`config.mk`:
```
export PLATFORM = sky130hd
export DESIGN_NAME = fnd_scan_driver
export DESIGN_NICKNAME = d
export VERILOG_FILES = /design/src/rtl/fnd_scan_driver.sv
export SDC_FILE = /design/constraint.sdc
export NUM_CORES = 1
export LEC_CHECK = 0
export ABC_AREA = 1
export ABC_CLOCK_PERIOD_IN_PS = 3000
export CORE_ASPECT_RATIO = 0.5
export CORE_MARGIN = 2
export CORE_UTILIZATION = 25
export DETAILED_ROUTE_END_ITERATION = 8
export MAX_ROUTING_LAYER = met4
export PLACE_DENSITY = 0.47
export SLEW_MARGIN = 15
export SYNTH_ARGS = -nofsm -noshare
export SYNTH_HDL_FRONTEND = slang
export SYNTH_SLANG_ARGS = --single-unit
```
`constraint.sdc`:
```
create_clock -name clk -period 3 [get_ports clk]
set_input_delay 0.6 -clock clk [delete_from_list [all_inputs] [get_ports clk]]
set_output_delay 0.6 -clock clk [all_outputs]
set_load 0.05 [all_outputs]
```
`src/rtl/fnd_scan_driver.sv`:
```
// fnd_scan_driver
//
// Time-multiplexed 4-digit common-anode 7-segment driver for the stopwatch.
// Takes the packed 5-digit BCD value, shows a 4-digit window of it, snapshots
// the value once per scan frame so digits never tear, blanks all anodes for a
// few clocks at the start of every digit slot to suppress ghosting, and can
// blink the whole display.
//
// Ports:
//   clk       system clock (only clock)
//   reset     synchronous, active-high
//   value     packed BCD: [3:0]=min10 [7:4]=min1 [11:8]=sec10 [15:12]=sec1 [19:16]=csec10
//   window    0 = MM.SS, 1 = M.SS.c (sampled at frame boundaries only)
//   blank_lz  leading-zero blanking of min10 in window 0
//   blink     force display dark during the off blink phase
//   an        anodes, active-low, an[3] leftmost
//   seg       {g,f,e,d,c,b,a}, active-low
//   dp        decimal point, active-low
module fnd_scan_driver #(
    parameter int unsigned CLOCK_FREQ  = 50_000_000,
    parameter int unsigned PRESCALER   = CLOCK_FREQ / 4000,
    parameter int unsigned BLANK_CYC   = 16,
    parameter int unsigned BLINK_TICKS = 1000
) (
    input  logic        clk,
    input  logic        reset,
    input  logic [19:0] value,
    input  logic        window,
    input  logic        blank_lz,
    input  logic        blink,
    output logic [3:0]  an,
    output logic [6:0]  seg,
    output logic        dp
);

    localparam int unsigned CNT_W = (PRESCALER > 1) ? $clog2(PRESCALER) : 1;
    localparam int unsigned PH_W  = (BLINK_TICKS > 1) ? $clog2(BLINK_TICKS) : 1;

    localparam logic [CNT_W-1:0] CNT_LAST  = CNT_W'(PRESCALER - 1);
    localparam logic [CNT_W-1:0] CNT_BLANK = CNT_W'(BLANK_CYC);
    localparam logic [PH_W-1:0]  PH_LAST   = PH_W'(BLINK_TICKS - 1);

    logic [CNT_W-1:0] cnt;
    logic [1:0]       idx;
    logic [19:0]      val_q;
    logic             win_q;
    logic [PH_W-1:0]  ph_cnt;
    logic             phase;

    logic             tick;
    logic [3:0]       nib;
    logic             dp_lit;
    logic             lz;
    logic [6:0]       glyph;
    logic [3:0]       an_d;
    logic [6:0]       seg_d;
    logic             dp_d;

    assign tick = (cnt == CNT_LAST);

    always_comb begin
        nib    = '0;
        dp_lit = 1'b0;
        glyph  = 7'b0111111;
        an_d   = '1;

        if (!win_q) begin
            case (idx)
                2'd3:    nib = val_q[3:0];
                2'd2:    nib = val_q[7:4];
                2'd1:    nib = val_q[11:8];
                default: nib = val_q[15:12];
            endcase
            dp_lit = (idx == 2'd2);
        end else begin
            case (idx)
                2'd3:    nib = val_q[7:4];
                2'd2:    nib = val_q[11:8];
                2'd1:    nib = val_q[15:12];
                default: nib = val_q[19:16];
            endcase
            dp_lit = (idx == 2'd3) || (idx == 2'd1);
        end

        case (nib)
            4'd0:    glyph = 7'b1000000;
            4'd1:    glyph = 7'b1111001;
            4'd2:    glyph = 7'b0100100;
            4'd3:    glyph = 7'b0110000;
            4'd4:    glyph = 7'b0011001;
            4'd5:    glyph = 7'b0010010;
            4'd6:    glyph = 7'b0000010;
            4'd7:    glyph = 7'b1111000;
            4'd8:    glyph = 7'b0000000;
            4'd9:    glyph = 7'b0010000;
            default: glyph = 7'b0111111;
        endcase

        // Leading zero only ever applies to the min10 slot of window 0.
        lz = !win_q && blank_lz && (val_q[3:0] == 4'd0) && (idx == 2'd3);

        if (lz || (cnt < CNT_BLANK) || (blink && phase)) begin
            an_d = '1;
        end else begin
            an_d = ~(4'b0001 << idx);
        end

        seg_d = lz ? 7'h7F : glyph;
        dp_d  = lz ? 1'b1 : ~dp_lit;
    end

    always_ff @(posedge clk) begin
        if (reset) begin
            cnt    <= '0;
            idx    <= '0;
            val_q  <= '0;
            win_q  <= 1'b0;
            ph_cnt <= '0;
            phase  <= 1'b0;
            an     <= '1;
            seg    <= 7'h7F;
            dp     <= 1'b1;
        end else begin
            an  <= an_d;
            seg <= seg_d;
            dp  <= dp_d;

            if (tick) begin
                cnt <= '0;
                idx <= idx + 2'd1;
                // Snapshot at the frame boundary so the new frame starts at idx=0 with it.
                if (idx == 2'd3) begin
                    val_q <= value;
                    win_q <= window;
                end
                if (ph_cnt == PH_LAST) begin
                    ph_cnt <= '0;
                    phase  <= ~phase;
                end else begin
                    ph_cnt <= ph_cnt + 1'b1;
                end
            end else begin
                cnt <= cnt + 1'b1;
            end
        end
    end

endmodule

```
== Word level (Yosys, flattened, before mapping) ==
Memories as Yosys holds them, arrays and structs flattened. A register that Yosys moved wholly into a read port is not among the register bits.
Index checks and enable logic that the tools add are counted.

* ROM bits: 112
* Memories kept: 1
* Input port bits: 25
* Register bits: 53
* Output and inout bits: 12

{| class="wikitable"
|+ Memories
! name !! depth !! width !! read ports !! clocked after Yosys merged registers in !! write ports !! line !! RTL
|-
| (no name shown) || 16 || 7 || 1 || 1 || 0 || 85 || <nowiki>case (nib)</nowiki>
|}

* $add $sub $neg: 3
* Reductions and logical operators: 14
* Shift-type cells: 1
* Multiplexer cells: 5
* Equal/unequal tests: 5
* Order comparisons: 1
* Bitwise operators: 3

{| class="wikitable"
|+ Operators by type and width
! cell !! number
|-
| 4-bit one-hot mux with 3 select lines || 2
|-
| 14-bit by 1-bit adder with 14-bit output (second input constant) || 1
|-
| 14-bit == test (second input constant) || 1
|-
| 14-bit by 5-bit < comparator with 1-bit output (second input constant) || 1
|-
| 10-bit by 1-bit adder with 10-bit output (second input constant) || 1
|-
| 10-bit == test (second input constant) || 1
|-
| 10-bit 2-to-1 mux || 1
|-
| 2-bit OR reduction || 3
|-
| 2-bit == test (second input constant) || 2
|-
| 1-bit logical AND || 4
|-
| 4-bit logical NOT || 1
|-
| 4-bit 2-to-1 mux || 1
|-
| 4-bit NOT || 1
|-
| 2-bit AND reduction || 2
|-
| 1-bit by 2-bit << shifter with 4-bit output (first input constant) || 1
|-
| 1-bit logical OR || 3
|-
| 2-bit by 1-bit adder with 2-bit output (second input constant) || 1
|-
| 2-bit by 1-bit == test with 1-bit output (second input constant) || 1
|-
| 1-bit NOT || 2
|-
| 1-bit logical NOT || 1
|-
| 1-bit 2-to-1 mux || 1
|}

== Longest topological paths before layout ==
Gate-level depths: netlist (run 1).

* Depth in word-level cells: 7
* Depth in mapped cells: 14
* Mapped depth without buffers: 13

== Worst setup path before layout (run 1) ==
Ideal clock, no wire load.

* Path type: reg-to-reg
* Start point: register idx[0]
* End point: register seg[3]
* Slack: 1.182 ns
* Buffers on the path: 1
* Arrival time: 1.759 ns
* Library setup time: 0.059 ns
* Stages on the path, launching flop included: 15
* Cells stage by stage: dfxtp_1 inv_1 ha_1 inv_2 buf_6 nand2_1 o21ai_0 nand2_1 inv_1 ha_1 inv_1 nand2_1 nand2_1 nand2_1 nand2_1

* Longest elaborated chain between the ends: 3
* Elaborated cells between the ends (all ways): 8

{| class="wikitable"
|+ Ends and longest elaborated chain
! element !! line !! RTL
|-
| from (decl) || 44 || <nowiki>logic [1:0] idx;</nowiki>
|-
| from (signal assigned) || 130 || <nowiki>idx <= idx + 2'd1;</nowiki>
|-
| 2-bit by 1-bit == test with 1-bit output, or another cell as far along || 68, 76 ||
|-
| 4-bit one-hot mux with 3 select lines, or another cell as far along || 68 || <nowiki>case (idx)</nowiki>
|-
| 4-bit 2-to-1 mux or 2-bit OR reduction (tied branches) || -- ||
|-
| to (decl) || 32 || <nowiki>output logic [6:0] seg,</nowiki>
|}

Several ways; a longest one is shown, not always the timed one.
A chain may end at the register's enable or synchronous reset.

== Worst setup path after layout (run 1) ==
* Start point: register idx[0]
* End point: register seg[4]

Same word-level chain as after synthesis.

==> qor.csv, run 1 <==
stage;metric;value;unit
clock_tree;post-CTS resize count;0;
synth;number of synthesized register bits;60;
floorplan;I/O pins;37;
placed_design;# port buffers;36;
critical_path;launching point of the worst reg2reg path;idx[0];
placed_design;Detail Placement HPWL;5.76;mm
cells_and_area;nets;532;
grt;vias in the first global route;2797;
timing;worst slew pin tran;768;ps
clock_tree;cts hold-fix bufs;0;
run_status;status;complete, no violations;
timing;Finish-stage setup viols;0;
pwr;P_sw;0.000376;W
floorplan;row cnt;29;
pwr;P per Cell Area;457;nW/um^2
cells_and_area;Reg area;1200;um^2
synth;YS warnings;0;
routing;DR pass1 iterations;4;
pwr;register share of total power;0.452;
routing;via/cell ratio;4.38;
placed_design;Post-DP Area;3660;um^2
flow_run;max cap viols;0;
clock_tree;CTS tree;done;
synth;Syn Nets;499;
floorplan;die height;83.7;um
min_path;hold path depth;1;
synth;Post-synth EDFFs;0;
synth;Mean Syn Cell Area;6.84;um^2
critical_path;critical path cell sequence;inv_1 -> ha_1 -> inv_2 -> o21ai_1 -> o21ai_0 -> ha_1 -> o21ai_0 -> nor2_1 -> nand2_1;
critical_path;Worst Setup End Kind;flop;
floorplan;Die W;163;um
clock_tree;post-CTS setup repair buffer count;0;
timing;FMAX;467;MHz
critical_path;crit-path leading delay family;compound AO/OA/AOI/OAI gates;
cells_and_area;area taken by multi-input logic gates;1680;um^2
cells_and_area;Area growth syn-to-layout;23.3;%
critical_path;Crit Path Category;flop to flop;
placed_design;GPL Wtd Cong;0.778;
critical_path;FF-to-FF setup slack;860;ps
pwr;Max VDD drop;0.265;mV
synth;Synth Instances;464;
timing;Final Max Tran Viols;0;
critical_path;Crit Path Max Fanout;12;
critical_path;worst path bufs/invs;2;
critical_path;Reg2Reg Depth;9;
routing;post-route ant nets;0;
floorplan;core area;12500;um^2
clock_tree;Num CTS Buffers;9;
cells_and_area;layout cells sized above 1;0.0720;
clock_tree;CTS Sinks;60;
critical_path;startpoint types;flop;
grt;remaining global-route overflow;0;
pwr;leak pwr;1.53;nW
cells_and_area;Antenna Cells;0;
timing;RSZ-0062 raised after global routing;no;
grt;Total GRT Usage;0.126;
routing;vias;2937;
grt;initial antenna violation count;0;
synth;synth unique cells;33;
clock_tree;Reg clk slew, reported paths;50;ps
grt;first-pass GRT wire length;13.5;mm
timing;crit path time final;2140;ps
critical_path;Crit-path slowest cell;o21ai_0;
timing;Hold Fails Final Rpt;0;
synth;sequential-to-total area share from yosys stat;0.379;
pwr;sw frac;0.210;
cells_and_area;post-route cell area;3910;um^2
critical_path;max incr delay on CP;420;ps
clock_tree;Max clock buf depth;2;
clock_tree;Root Driver;clkbuf_16;
timing;Clock Skews;4.80;ps
critical_path;Worst path depth;9;
cells_and_area;Fillers;1356;
routing;Residual DRC;0;
synth;Async S/R FF share, synth;0;
clock_tree;# H-tree levels;3;
routing;DR iter-0 viols;103;
pwr;clock power share;0.501;
floorplan;starting density of the core;0.253;
grt;largest net degree at the start of global routing;23;
critical_path;end of the worst register-to-register path;seg[4];
pwr;Pint;0.00141;W
critical_path;CP Data Required Time;3210;ps
synth;Synth Cell Area;3170;um^2
timing;Tcrit/Tclk final;0.713;
min_path;hold crit path type;flop to flop;
floorplan;Die Footprint;13700;um^2
min_path;Worst Hold Path EP;cnt[0];
timing;setup_tns;0;ps
routing;Post-Route WL;7.82;mm
routing;drt wl/cell;11.7;um
critical_path;Arr. time, crit path;2350;ps
synth;Synth Flop Type;dfxtp_1;
pwr;Gate power share;0.046;
timing;Slew HR;0.487;
clock_tree;clk_lat worst skew;320;ps
min_path;hold path startpoint;cnt[0];
==> flip-flops by register name, indices dropped and copies added, names as in the netlist <==
| name | flops |
|---|---|
| an | 4 |
| cnt | 14 |
| dp | 1 |
| idx | 2 |
| ph_cnt | 10 |
| phase | 1 |
| seg | 7 |
| val_q | 20 |
| win_q | 1 |
==> through the flow <==
| stage | utilization | total power [W] | hold slack, ps | cells | setup slack [ps] |
|---|---|---|---|---|---|
| finish | 0.313 | 0.00179 | 449 | 670 | 860 |
| floorplan | - | 0.000863 | 418 | 464 | 1180 |
| CTS | 0.313 | 0.00183 | 449 | 670 | 850 |
| global route | 0.313 | 0.00187 | 474 | 670 | 610 |
| detailed placement | 0.292 | 0.000909 | 440 | 656 | 876 |
| global placement | 0.292 | 0.000909 | 431 | 656 | 855 |
==> per-layer routing <==
metal | track usage | vias to the layer above | part of all wire
met2 | 0.191 | 24 | 0.43
met1 | 0.166 | 1327 | 0.53
met5 | - | - | 0
met4 | 0.0338 | 0 | 0.0086
li1 | - | 1581 | -
met3 | 0.0343 | 5 | 0.028
==> worst reg2reg max path: stages (launching register included) <==
cell and delay [ps]:
dfxtp_1 390, inv_1 130, ha_1 310, inv_2 190, o21ai_1 100, o21ai_0 420
ha_1 250, o21ai_0 90, nor2_1 90, nand2_1 60
==> layout make-up <==
| type | instances | share of cell area |
|---|---|---|
| Clock buffer | 11 | 0.0620 |
| Clock inverter | 3 | 0.00384 |
| Inverter | 48 | 0.0460 |
| Multi-Input combinational cell | 339 | 0.429 |
| Sequential cell | 60 | 0.307 |
| Tap cell | 170 | 0.0543 |
| Timing Repair Buffer | 39 | 0.0978 |
==> cells in the mapped netlist (all sizes together), types with 3 or more instances <==
cell type,number,share of area
nand4,9,0.018
nand2,114,0.14
nor3,10,0.019
clkbuf,5,0.0059
xor2,3,0.0083
nor3b,3,0.0071
o21ai,37,0.061
ha,10,0.039
or2,3,0.0059
nand3,30,0.047
nor4,21,0.041
inv,48,0.057
dfxtp,60,0.38
nor2,73,0.093
buf,11,0.026
a21oi,21,0.037
==> worst max path at each step <==
stage            from      to
2_1_floorplan  idx[0]  seg[3]
3_3_place_gp   idx[0]  seg[4]
4_1_cts        idx[0]  seg[4]
3_5_place_dp   idx[0]  seg[4]
5_1_grt        idx[0]  seg[4]
6_report       idx[0]  seg[4]
==> layout by cell type, fill, tap and decap left out <==
| cell | n |
|---|---|
| buf_4 | 3 |
| nand2_4 | 1 |
| nor4_1 | 21 |
| inv_1 | 44 |
| nor3_4 | 1 |
| clkbuf_1 | 1 |
| nor2_2 | 3 |
| inv_2 | 4 |
| nor3_1 | 9 |
| nand2_1 | 110 |
| nand4_1 | 9 |
| o21ai_1 | 22 |
| clkdlybuf4s50_1 | 36 |
| ha_1 | 10 |
| nor2_1 | 68 |
| o21ai_0 | 13 |
| a21oi_4 | 1 |
| nand3_1 | 30 |
| nand2_2 | 3 |
| o21bai_1 | 1 |
| xor2_1 | 3 |
| dfxtp_1 | 60 |
| nor3b_1 | 3 |
| nand3b_1 | 2 |
| o221ai_1 | 1 |
| nor2_4 | 2 |
| o21ai_2 | 2 |
| or2_2 | 3 |
| clkbuf_16 | 9 |
| a21oi_1 | 20 |
| a22oi_1 | 1 |
| clkbuf_8 | 1 |
| clkinv_2 | 3 |
==> kinds of logic (layout without fill, tap and decap cells) <==
kind of cell | count (synthesis) | count (layout) | share of synthesized area
adders and majority gates | 10 | 10 | 0.0394
xor gates and xnor gates | 3 | 3 | 0.00828
buffers and inverters | 65 | 101 | 0.0923
DFF | 60 | 60 | 0.379
AOI/OAI and AO/OA | 61 | 61 | 0.105
and+or+nand+nor | 265 | 265 | 0.377
==> power by group through the flow <==
stage	Combinational [W]	Sequential (W)	Clock, W
5_1_grt	0.0000897	0.000810	0.000969
6_report	0.0000827	0.000810	0.000898
4_1_cts	0.0000837	0.000809	0.000934
2_1_floorplan	0.0000218	0.000841	0
3_5_place_dp	0.0000834	0.000826	0
3_3_place_gp	0.0000832	0.000826	0
Power figures use the tool's default switching activity.
==> run 2: changes to the inputs <==
Settings changed: ABC_CLOCK_PERIOD_IN_PS 3000 to 1800, PLACE_DENSITY 0.47 to 0.48.
Clock period 3 ns to 1.8 ns, I/O delays scaled along.
==> run 2 against run 1 <==
  * Sequential share of layout area decreased by 1.8 points
  * Clock power up 68%
  * Global-route usage increased by 0.37 points
  * Worst setup slack worse by 780 ps
  * Sequential cell count stayed put
  * Count of clock-buffer cells in the layout unchanged
  * First-iteration DRC count up 21%
  * Via count rose by 3.8%
==> qor.csv, run 2 (synthesis results as in run 1) <==
stage;metric;value;unit;change
routing;vias;3049;;+3.8%
pwr;clock power share;0.503;;+0.002
cells_and_area;Regs by FF count;val_q x20, cnt x14, ph_cnt x10;;
critical_path;CP Data Required Time;2020;ps;-1190 ps
critical_path;critical path cell sequence;ha_2 -> nand2_1 -> nand2_1 -> nor2_1 -> nor2_1 -> nor2_4 -> ha_1 -> inv_1 -> nand2_1 -> nand2_1 -> nand2_1 -> nand2_1;;
clock_tree;Root Driver;clkbuf_16;;
floorplan;Die Footprint;13700;um^2;unchanged
grt;remaining global-route overflow;0;;unchanged
timing;Hold Fails Final Rpt;0;;unchanged
grt;Total GRT Usage;0.130;;+0.00370
cells_and_area;max reg flops;20;;unchanged
routing;DR iter-0 viols;125;;+21%
placed_design;Post-DP Area;3850;um^2;+5.3%
pwr;leak pwr;1.68;nW;+9.8%
floorplan;I/O pins;37;;unchanged
routing;via/cell ratio;4.37;;-0.35%
floorplan;starting density of the core;0.253;;unchanged
cells_and_area;nets;560;;+5.3%
clock_tree;CTS Sinks;60;;unchanged
timing;Tcrit/Tclk final;0.956;;+0.243
clock_tree;Max clock buf depth;2;;unchanged
routing;Post-Route WL;7.91;mm;+1.2%
critical_path;Arr. time, crit path;1940;ps;-410 ps
timing;FMAX;581;MHz;+24%
placed_design;# port buffers;36;;unchanged
pwr;Gate power share;0.047;;about the same
critical_path;Crit-path slowest cell;dfxtp_4;;
pwr;P_sw;0.000641;W;+70%
clock_tree;Num CTS Buffers;9;;unchanged
critical_path;startpoint types;flop;;
grt;first-pass GRT wire length;13.8;mm;+2.5%
flow_run;max cap viols;0;;unchanged
timing;Clock Skews;5.20;ps;+0.397 ps
critical_path;max incr delay on CP;390;ps;-30 ps
min_path;hold crit path type;flop to flop;;
critical_path;Reg2Reg Depth;12;;+3
clock_tree;cts hold-fix bufs;0;;unchanged
floorplan;Die W;163;um;unchanged
timing;Final Max Tran Viols;0;;unchanged
cells_and_area;most common cell after layout, fill and taps aside;nand2_1;;
timing;Slew HR;0.742;;+0.256
timing;Finish-stage setup viols;0;;unchanged
clock_tree;CTS tree;done;;
cells_and_area;post-route cell area;4190;um^2;+7.0%
run_status;status;complete, no violations;;
floorplan;row cnt;29;;unchanged
routing;drt wl/cell;11.3;um;-2.9%
critical_path;Worst Setup End Kind;flop;;
pwr;Max VDD drop;0.423;mV;+59%
routing;post-route ant nets;0;;unchanged
timing;RSZ-0062 raised after global routing;yes;;
min_path;hold path depth;1;;unchanged
grt;initial antenna violation count;0;;unchanged
cells_and_area;most frequent cells in the layout;109 x nand2_1, 66 x nor2_1, 58 x dfxtp_1;;
cells_and_area;Area growth syn-to-layout;32.0;%;
routing;DR pass1 iterations;4;;unchanged
pwr;register share of total power;0.450;;-0.002
pwr;sw frac;0.214;;+0.00353
critical_path;Crit Path Category;flop to flop;;
floorplan;die height;83.7;um;unchanged
clock_tree;clk_lat worst skew;330;ps;about the same
placed_design;GPL Wtd Cong;0.834;;+7.2%
cells_and_area;most flop-heavy register;val_q;;
clock_tree;# H-tree levels;3;;unchanged
clock_tree;post-CTS setup repair buffer count;0;;unchanged
pwr;Pint;0.00236;W;+67%
pwr;Pwr Total;0.00300;W;+67%
placed_design;Detail Placement HPWL;5.98;mm;+3.9%
routing;Residual DRC;0;;unchanged
timing;crit path time final;1720;ps;-419 ps
floorplan;core area;12500;um^2;unchanged
pwr;P per Cell Area;715;nW/um^2;+56%
critical_path;CP dominant cell by count;nand2_1;;
cells_and_area;Antenna Cells;0;;unchanged
critical_path;Crit Path Max Fanout;6;;-6
timing;worst slew pin tran;383;ps;-385 ps
grt;vias in the first global route;2992;;+7.0%
cells_and_area;layout cells sized above 1;0.176;;+0.104
timing;setup_tns;0;ps;unchanged
grt;largest net degree at the start of global routing;23;;unchanged
clock_tree;Reg clk slew, reported paths;50;ps;about the same
## run 2: changes by cell type in the layout (fill, tap and decap cells not counted), moves of 3 or more
cell             before  now
o21ai_1              22   25
inv_1                44   40
ha_4                  0    3
o21ai_0              13    9
clkdlybuf4s50_1      36   24
buf_4                 3   42
ha_1                 10    4
ha_2                  0    3
## run 2: final cells by class
class | count | area (um^2)
flip-flops and latches | 60 | 1210
clock buffers | 11 | 243
well taps | 170 | 213
fillers | 1352 | 8330
clock inverters | 3 | 15.0
inverters | 48 | 188
repair buffers | 67 | 576
multi-input cells | 339 | 1750
## run 2: worst paths after layout
| path | start | to | slack, ps |
|---|---|---|---|
| worst max-delay path | idx[0] | seg[3] | 80 |
| worst min-delay path | cnt[0] | cnt[0] | 450 |
| worst max register to register | idx[0] | seg[3] | 80 |
| worst min register to register | cnt[0] | cnt[0] | 450 |
## run 2: worst max-delay path, delay by kind of cell (launching register included)
family	cells	cell delay, ps
fa+ha+maj	2	540
simple gates	9	650
flops	1	390
buf+inv	1	40
## run 2: timing repair
item                                    in CTS  in global routing
pin swaps                                    0                  4
gates resized for setup                      6                 23
endpoints found under the setup margin       7                 27
## run 2: power by group through the flow
stage / registers, W / logic [W] / clock network [W]
2_1_floorplan: 0.00140 / 0.0000364 / 0
3_3_place_gp: 0.00138 / 0.000143 / 0
3_5_place_dp: 0.00138 / 0.000143 / 0
4_1_cts: 0.00135 / 0.000144 / 0.00157
5_1_grt: 0.00135 / 0.000156 / 0.00164
6_report: 0.00135 / 0.000142 / 0.00151
## run 2: through the flow
stage / hold WS (ps) / instances / worst slack [ps] / util
after floorplan: 418 / 464 / 36.2 / -
after global placement: 430 / 684 / -70.7 / 0.308
after detailed placement: 441 / 684 / -75.6 / 0.308
after CTS: 454 / 698 / 14.5 / 0.329
after global routing: 476 / 698 / -65.2 / 0.335
final: 448 / 698 / 79.0 / 0.335
## run 2: routing by layer
layer	routed length [um]	track usage	up-vias
met5	0	-	-
met4	114	0.0442	0
met3	279	0.0378	10
met2	3610	0.208	34
met1	3920	0.157	1366
li1	-	-	1639
==> run 3: changes to the inputs <==
Settings changed: CORE_MARGIN 2 to 10, DONT_BUFFER_PORTS set to 1, PLACE_DENSITY 0.48 to 0.45.
==> run 3 against run 2 <==
  * Hold slack lost 350 ps
  * Non-clock buffer count fell by 32
  * Worst setup slack gained 37 ps
  * Largest power group unchanged
  * Fmax is 2.2% higher
  * First-iteration DRC count up 2.4%
  * Count of clock-buffer cells in the layout grew 1
  * Critical path type unchanged
==> qor.csv, run 3 (synthesis results as in run 1) <==
stage;metric;value;unit;change
grt;most used routing layer in global routing;met2;;
cells_and_area;layout cells sized above 1;0.179;;+0.00258
cells_and_area;Antenna Cells;0;;unchanged
min_path;hold path startpoint;reset;;
clock_tree;Reg clk slew, reported paths;50;ps;about the same
grt;met3 usage;0.0302;;-0.00757
flow_run;max cap viols;0;;unchanged
timing;Final Max Tran Viols;0;;unchanged
timing;Hold Fails Final Rpt;0;;unchanged
grt;first-pass GRT wire length;14.4;mm;+4.1%
cells_and_area;max reg flops;20;;unchanged
cells_and_area;Regs by FF count;val_q x20, cnt x14, ph_cnt x10;;
grt;remaining global-route overflow;0;;unchanged
timing;worst slew pin tran;545;ps;+162 ps
critical_path;CP dominant cell by count;nand2_1;;
critical_path;Crit Path Category;flop to flop;;
critical_path;crit-path leading delay family;simple AND/OR/NAND/NOR gates;;
cells_and_area;Area growth syn-to-layout;24.9;%;
pwr;P per Cell Area;829;nW/um^2;+16%
grt;routing usage on met1;0.125;;-0.0323
min_path;hold crit path type;input pin to flop;;
floorplan;Die Footprint;17900;um^2;+31%
timing;Tcrit/Tclk final;0.935;;-0.0208
timing;crit path time final;1680;ps;-37.4 ps
routing;DR iter-0 viols;128;;+2.4%
cells_and_area;most frequent cells in the layout;108 x nand2_1, 65 x nor2_1, 58 x dfxtp_1;;
critical_path;Worst Setup End Kind;flop;;
cells_and_area;nets;528;;-5.7%
timing;worst setup margin;116;ps;+37.4 ps
placed_design;GPL Wtd Cong;0.831;;-0.43%
cells_and_area;fin cells;663;;-5.0%
critical_path;startpoint types;flop;;
floorplan;starting density of the core;0.262;;+0.00829
grt;Total GRT Usage;0.102;;-0.0282
grt;vias in the first global route;2918;;-2.5%
cells_and_area;Final Util;0.327;;-0.00763
floorplan;die height;99.7;um;+19%
clock_tree;# H-tree levels;3;;unchanged
placed_design;DP Worst Slack;-120;ps;-44.9 ps
routing;via/cell ratio;4.38;;+0.31%
pwr;P_sw;0.000681;W;+6.3%
cells_and_area;most common cell after layout, fill and taps aside;nand2_1;;
critical_path;launching point of the worst reg2reg path;idx[0];;
critical_path;CP Data Required Time;2010;ps;about the same
clock_tree;Root Driver;clkbuf_16;;
clock_tree;clk_lat worst skew;330;ps;about the same
floorplan;row cnt;28;;-3.4%
critical_path;max incr delay on CP;360;ps;-30 ps
routing;Post-Route WL;8.42;mm;+6.4%
pwr;leak pwr;1.59;nW;-5.5%
timing;RSZ-0062 raised after global routing;yes;;
pwr;clock power share;0.568;;+0.065
clock_tree;CTS Sinks;60;;unchanged
clock_tree;CTS tree;done;;
timing;Clock Skews;5.35;ps;+0.145 ps
pwr;register share of total power;0.418;;-0.032
timing;Finish-stage setup viols;0;;unchanged
timing;worst hold slack;96.2;ps;-352 ps
floorplan;core area;12100;um^2;-3.2%
routing;vias;2905;;-4.7%
grt;largest net degree at the start of global routing;23;;unchanged
clock_tree;Max clock buf depth;2;;unchanged
critical_path;worst path bufs/invs;2;;+1
critical_path;Crit-path slowest cell;dfxtp_4;;
placed_design;placed cells;646;;-5.6%
grt;initial antenna violation count;0;;unchanged
cells_and_area;most flop-heavy register;val_q;;
floorplan;Die W;179;um;+9.8%
critical_path;Arr. time, crit path;1900;ps;-40 ps
critical_path;critical path cell sequence;inv_2 -> ha_4 -> nand2_1 -> nand2_1 -> nor2_1 -> nor2_2 -> nor2_4 -> ha_1 -> inv_1 -> nand2_1 -> nand2_1 -> nand2_1 -> nand2_1;;
pwr;Gate power share;0.015;;-0.032
grt;routing usage on met2;0.157;;-0.0506
critical_path;Crit Path Max Fanout;7;;+1
clock_tree;Num CTS Buffers;9;;unchanged
routing;Residual DRC;0;;unchanged
critical_path;CP startpoint;idx[0];;
timing;Slew HR;0.637;;-0.106
run_status;status;complete, no violations;;
placed_design;Detail Placement HPWL;6.50;mm;+8.6%
placed_design;# port buffers;0;;-100%
routing;post-route ant nets;0;;unchanged
pwr;sw frac;0.207;;-0.00659
timing;FMAX;594;MHz;+2.2%
pwr;Max VDD drop;0.488;mV;+15%
routing;DR pass1 iterations;4;;unchanged
routing;drt wl/cell;12.7;um;+12%
floorplan;I/O pins;37;;unchanged
pwr;Pint;0.00261;W;+11%
[run 3: changes by cell type in the layout (fill, tap and decap cells not counted), moves of 2 or more]
cell	previous run	this run
bufinv_16	0	2
ha_2	3	1
o21ai_2	3	7
ha_1	4	6
o21ai_1	25	22
buf_4	42	33
clkinv_2	3	1
nand2_2	3	5
clkdlybuf4s50_1	24	0
[run 3: final cells by class]
cell class	instances	area, um^2
repair buffers	35	288
flip-flops and latches	60	1210
clock buffers	12	246
multi-input cells	339	1760
inverters	48	185
well taps	165	206
clock inverters	4	72.6
fillers	1333	8160
[run 3: routing by layer]
metal	wire, um	vias to the layer above	part of all wire
met4	110	0	0.013
met3	242	8	0.029
met1	4280	1287	0.51
met5	0	-	0
li1	-	1588	-
met2	3780	22	0.45
[run 3: timing repair]
action	in CTS	in global routing
setup buffers	1	0
pin swaps	1	3
hold buffers	0	0
endpoints found under the setup margin	7	7
resized for setup	7	24
[run 3: through the flow]
step	instance area (um^2)	total power, W	setup TNS [ps]
3_3_place_gp	3550	0.00145	-157
5_1_grt	3960	0.00341	-36.5
6_report	3960	0.00329	0
2_1_floorplan	3180	0.00144	0
3_5_place_dp	3550	0.00145	-465
4_1_cts	3880	0.00335	-2.16
[run 3: power groups by stage]
stage / Clock [W] / Combinational [W] / Sequential [W]
after floorplan: 0 / 0.0000364 / 0.00140
after global placement: 0 / 0.0000488 / 0.00140
after detailed placement: 0 / 0.0000493 / 0.00140
after CTS: 0.00192 / 0.0000494 / 0.00137
after global routing: 0.00198 / 0.0000556 / 0.00137
final: 0.00187 / 0.0000477 / 0.00137
[run 3: final timing paths]
check,to,slack [ps],cells after the start
setup / recovery,seg[3],120,13
hold reg to reg,cnt[0],460,1
hold / removal,idx[0],100,1
setup reg to reg,seg[3],120,13
==> variant, RTL diff (config.mk and constraints of run 3) <==
The parameter `CLOCK_FREQ` goes from 50_000_000 to 100_000_000.
--- a/src/rtl/fnd_scan_driver.sv
+++ b/src/rtl/fnd_scan_driver.sv
@@ -17,7 +17,7 @@
 //   seg       {g,f,e,d,c,b,a}, active-low
 //   dp        decimal point, active-low
 module fnd_scan_driver #(
-    parameter int unsigned CLOCK_FREQ  = 50_000_000,
+    parameter int unsigned CLOCK_FREQ  = 100_000_000,
     parameter int unsigned PRESCALER   = CLOCK_FREQ / 4000,
     parameter int unsigned BLANK_CYC   = 16,
     parameter int unsigned BLINK_TICKS = 1000
Check against the original RTL: no difference found for any inputs over 10 cycles, from zero or initial values and one cycle with reset high; that may be too few to reach the edited logic, so the function may still have changed.
==> variant against run 3 <==
  * Final area grew 2.5%
  * First-iteration DRC count grew 5.5%
  * Clock power shrank 6%
  * Critical endpoint is now seg[5]
  * Setup slack lost 110 ps
  * Largest cell class unchanged
  * Total power shrank 2.5%
  * Area after synthesis grew 2.8%
  * Sequential cell count grew 1
  * Largest power group unchanged
  * Routed wire length grew 1.7%
  * Synthesized cell count grew 3.2%
==> variant: results (changes against run 3) <==
- Status: complete, no violations
- Post CTS Setup Buffer Count: 3 (+2)
- Detailed placer's ending HPWL: 6.467 mm (-0.49%)
- Arrival @ worst endpoint: 2010 ps (+110 ps)
- Top Registers: val_q x20, cnt x15, ph_cnt x10
- Actual slew at the worst max-slew pin: 520.9 ps (-24.21 ps)
- Crit path capture: seg[5]
- Share of cells above drive strength 1: 21.71% (+3.8 points)
- VDD IR max: 436.7 µV (-11%)
- Met2 Routed Length: 3.888 mm (+2.8%)
- Yosys cell types: 32 (-3.0%)
- Met2 Use GR: 15.92% (+0.19 points)
- Via count: 2969 (+2.2%)
- Synth Net Count: 514 (+3.0%)
- Starting DRT DRC Count: 135 (+5.5%)
- Worst Skew: 7.381 ps (+2.035 ps)
- Routed wl met3: 229 µm (-5.4%)
- Met1 WL: 4.326 mm (+1.0%)
- Global-route wire length before repair: 14.61 mm (+1.5%)
- GP Congestion: 0.8331 (+0.31%)
- CP Max Fanout: 6 (-1)
- Gates resized, CTS repair: 19 (+12)
- Nets: 547 (+3.6%)
- Post-Route WL: 8.561 mm (+1.7%)
- Top post-synthesis cells by count: nand2_1, nor2_1, dfxtp_1
- Pleak: 1.690 nW (+6.5%)
==> variant: layout make-up <==
| cell class | count | area, µm² |
|---|---|---|
| well taps | 170 | 212.7 |
| multi-input cells | 358 | 1848 |
| inverters | 46 | 182.7 |
| fillers | 1383 | 8637 |
| flip-flops and latches | 61 | 1229 |
| clock buffers | 11 | 252.7 |
| clock inverters | 4 | 47.55 |
| repair buffers | 35 | 282.8 |
| repair inverters | 1 | 7.507 |
==> variant: worst reg2reg max path, delay by kind of cell (launching register included) <==
family                   cells  cell delay, ps
buffers and inverters        4             440
AO/OA/AOI/OAI                1              90
adder cells (fa/ha/maj)      2             370
flip-flops                   1             360
AND/OR/NAND/NOR              6             400
==> variant: power breakdown <==
group | switching, mW | internal [mW] | total [mW]
Sequential | 0.0335 | 1.36 | 1.39
Clock | 0.625 | 1.13 | 1.76
Combinational | 0.0301 | 0.0223 | 0.0525
Total | 0.689 | 2.52 | 3.21
==> variant: per-stage QoR <==
| step | area (µm²) | instances | setup TNS (ps) | setup WS, ps | hold WS (ps) |
|---|---|---|---|---|---|
| 6_report | 4063 | 686 | 0 | 9.542 | 86.66 |
| 4_1_cts | 3988 | 682 | 0 | 0.7390 | 77.52 |
| 3_5_place_dp | 3591 | 663 | -330.9 | -116.0 | 433.8 |
| 3_3_place_gp | 3591 | 663 | -85.88 | -48.66 | 431.8 |
| 2_1_floorplan | 3263 | 479 | 0 | 8.086 | 430.2 |
| 5_1_grt | 4063 | 686 | -611.6 | -114.5 | 75.87 |
==> variant: cell families (layout without fill, tap and decap cells) <==
family                     after synthesis  after routing  share of synthesized area, %
and+or+nand+nor                        284            284                         38.96
DFF                                     61             61                         37.42
AOI/OAI and AO/OA                       60             60                         10.12
buffers and inverters                   60             97                         8.589
adders and majority gates               10             10                         3.834
xor gates and xnor gates                 4              4                         1.074
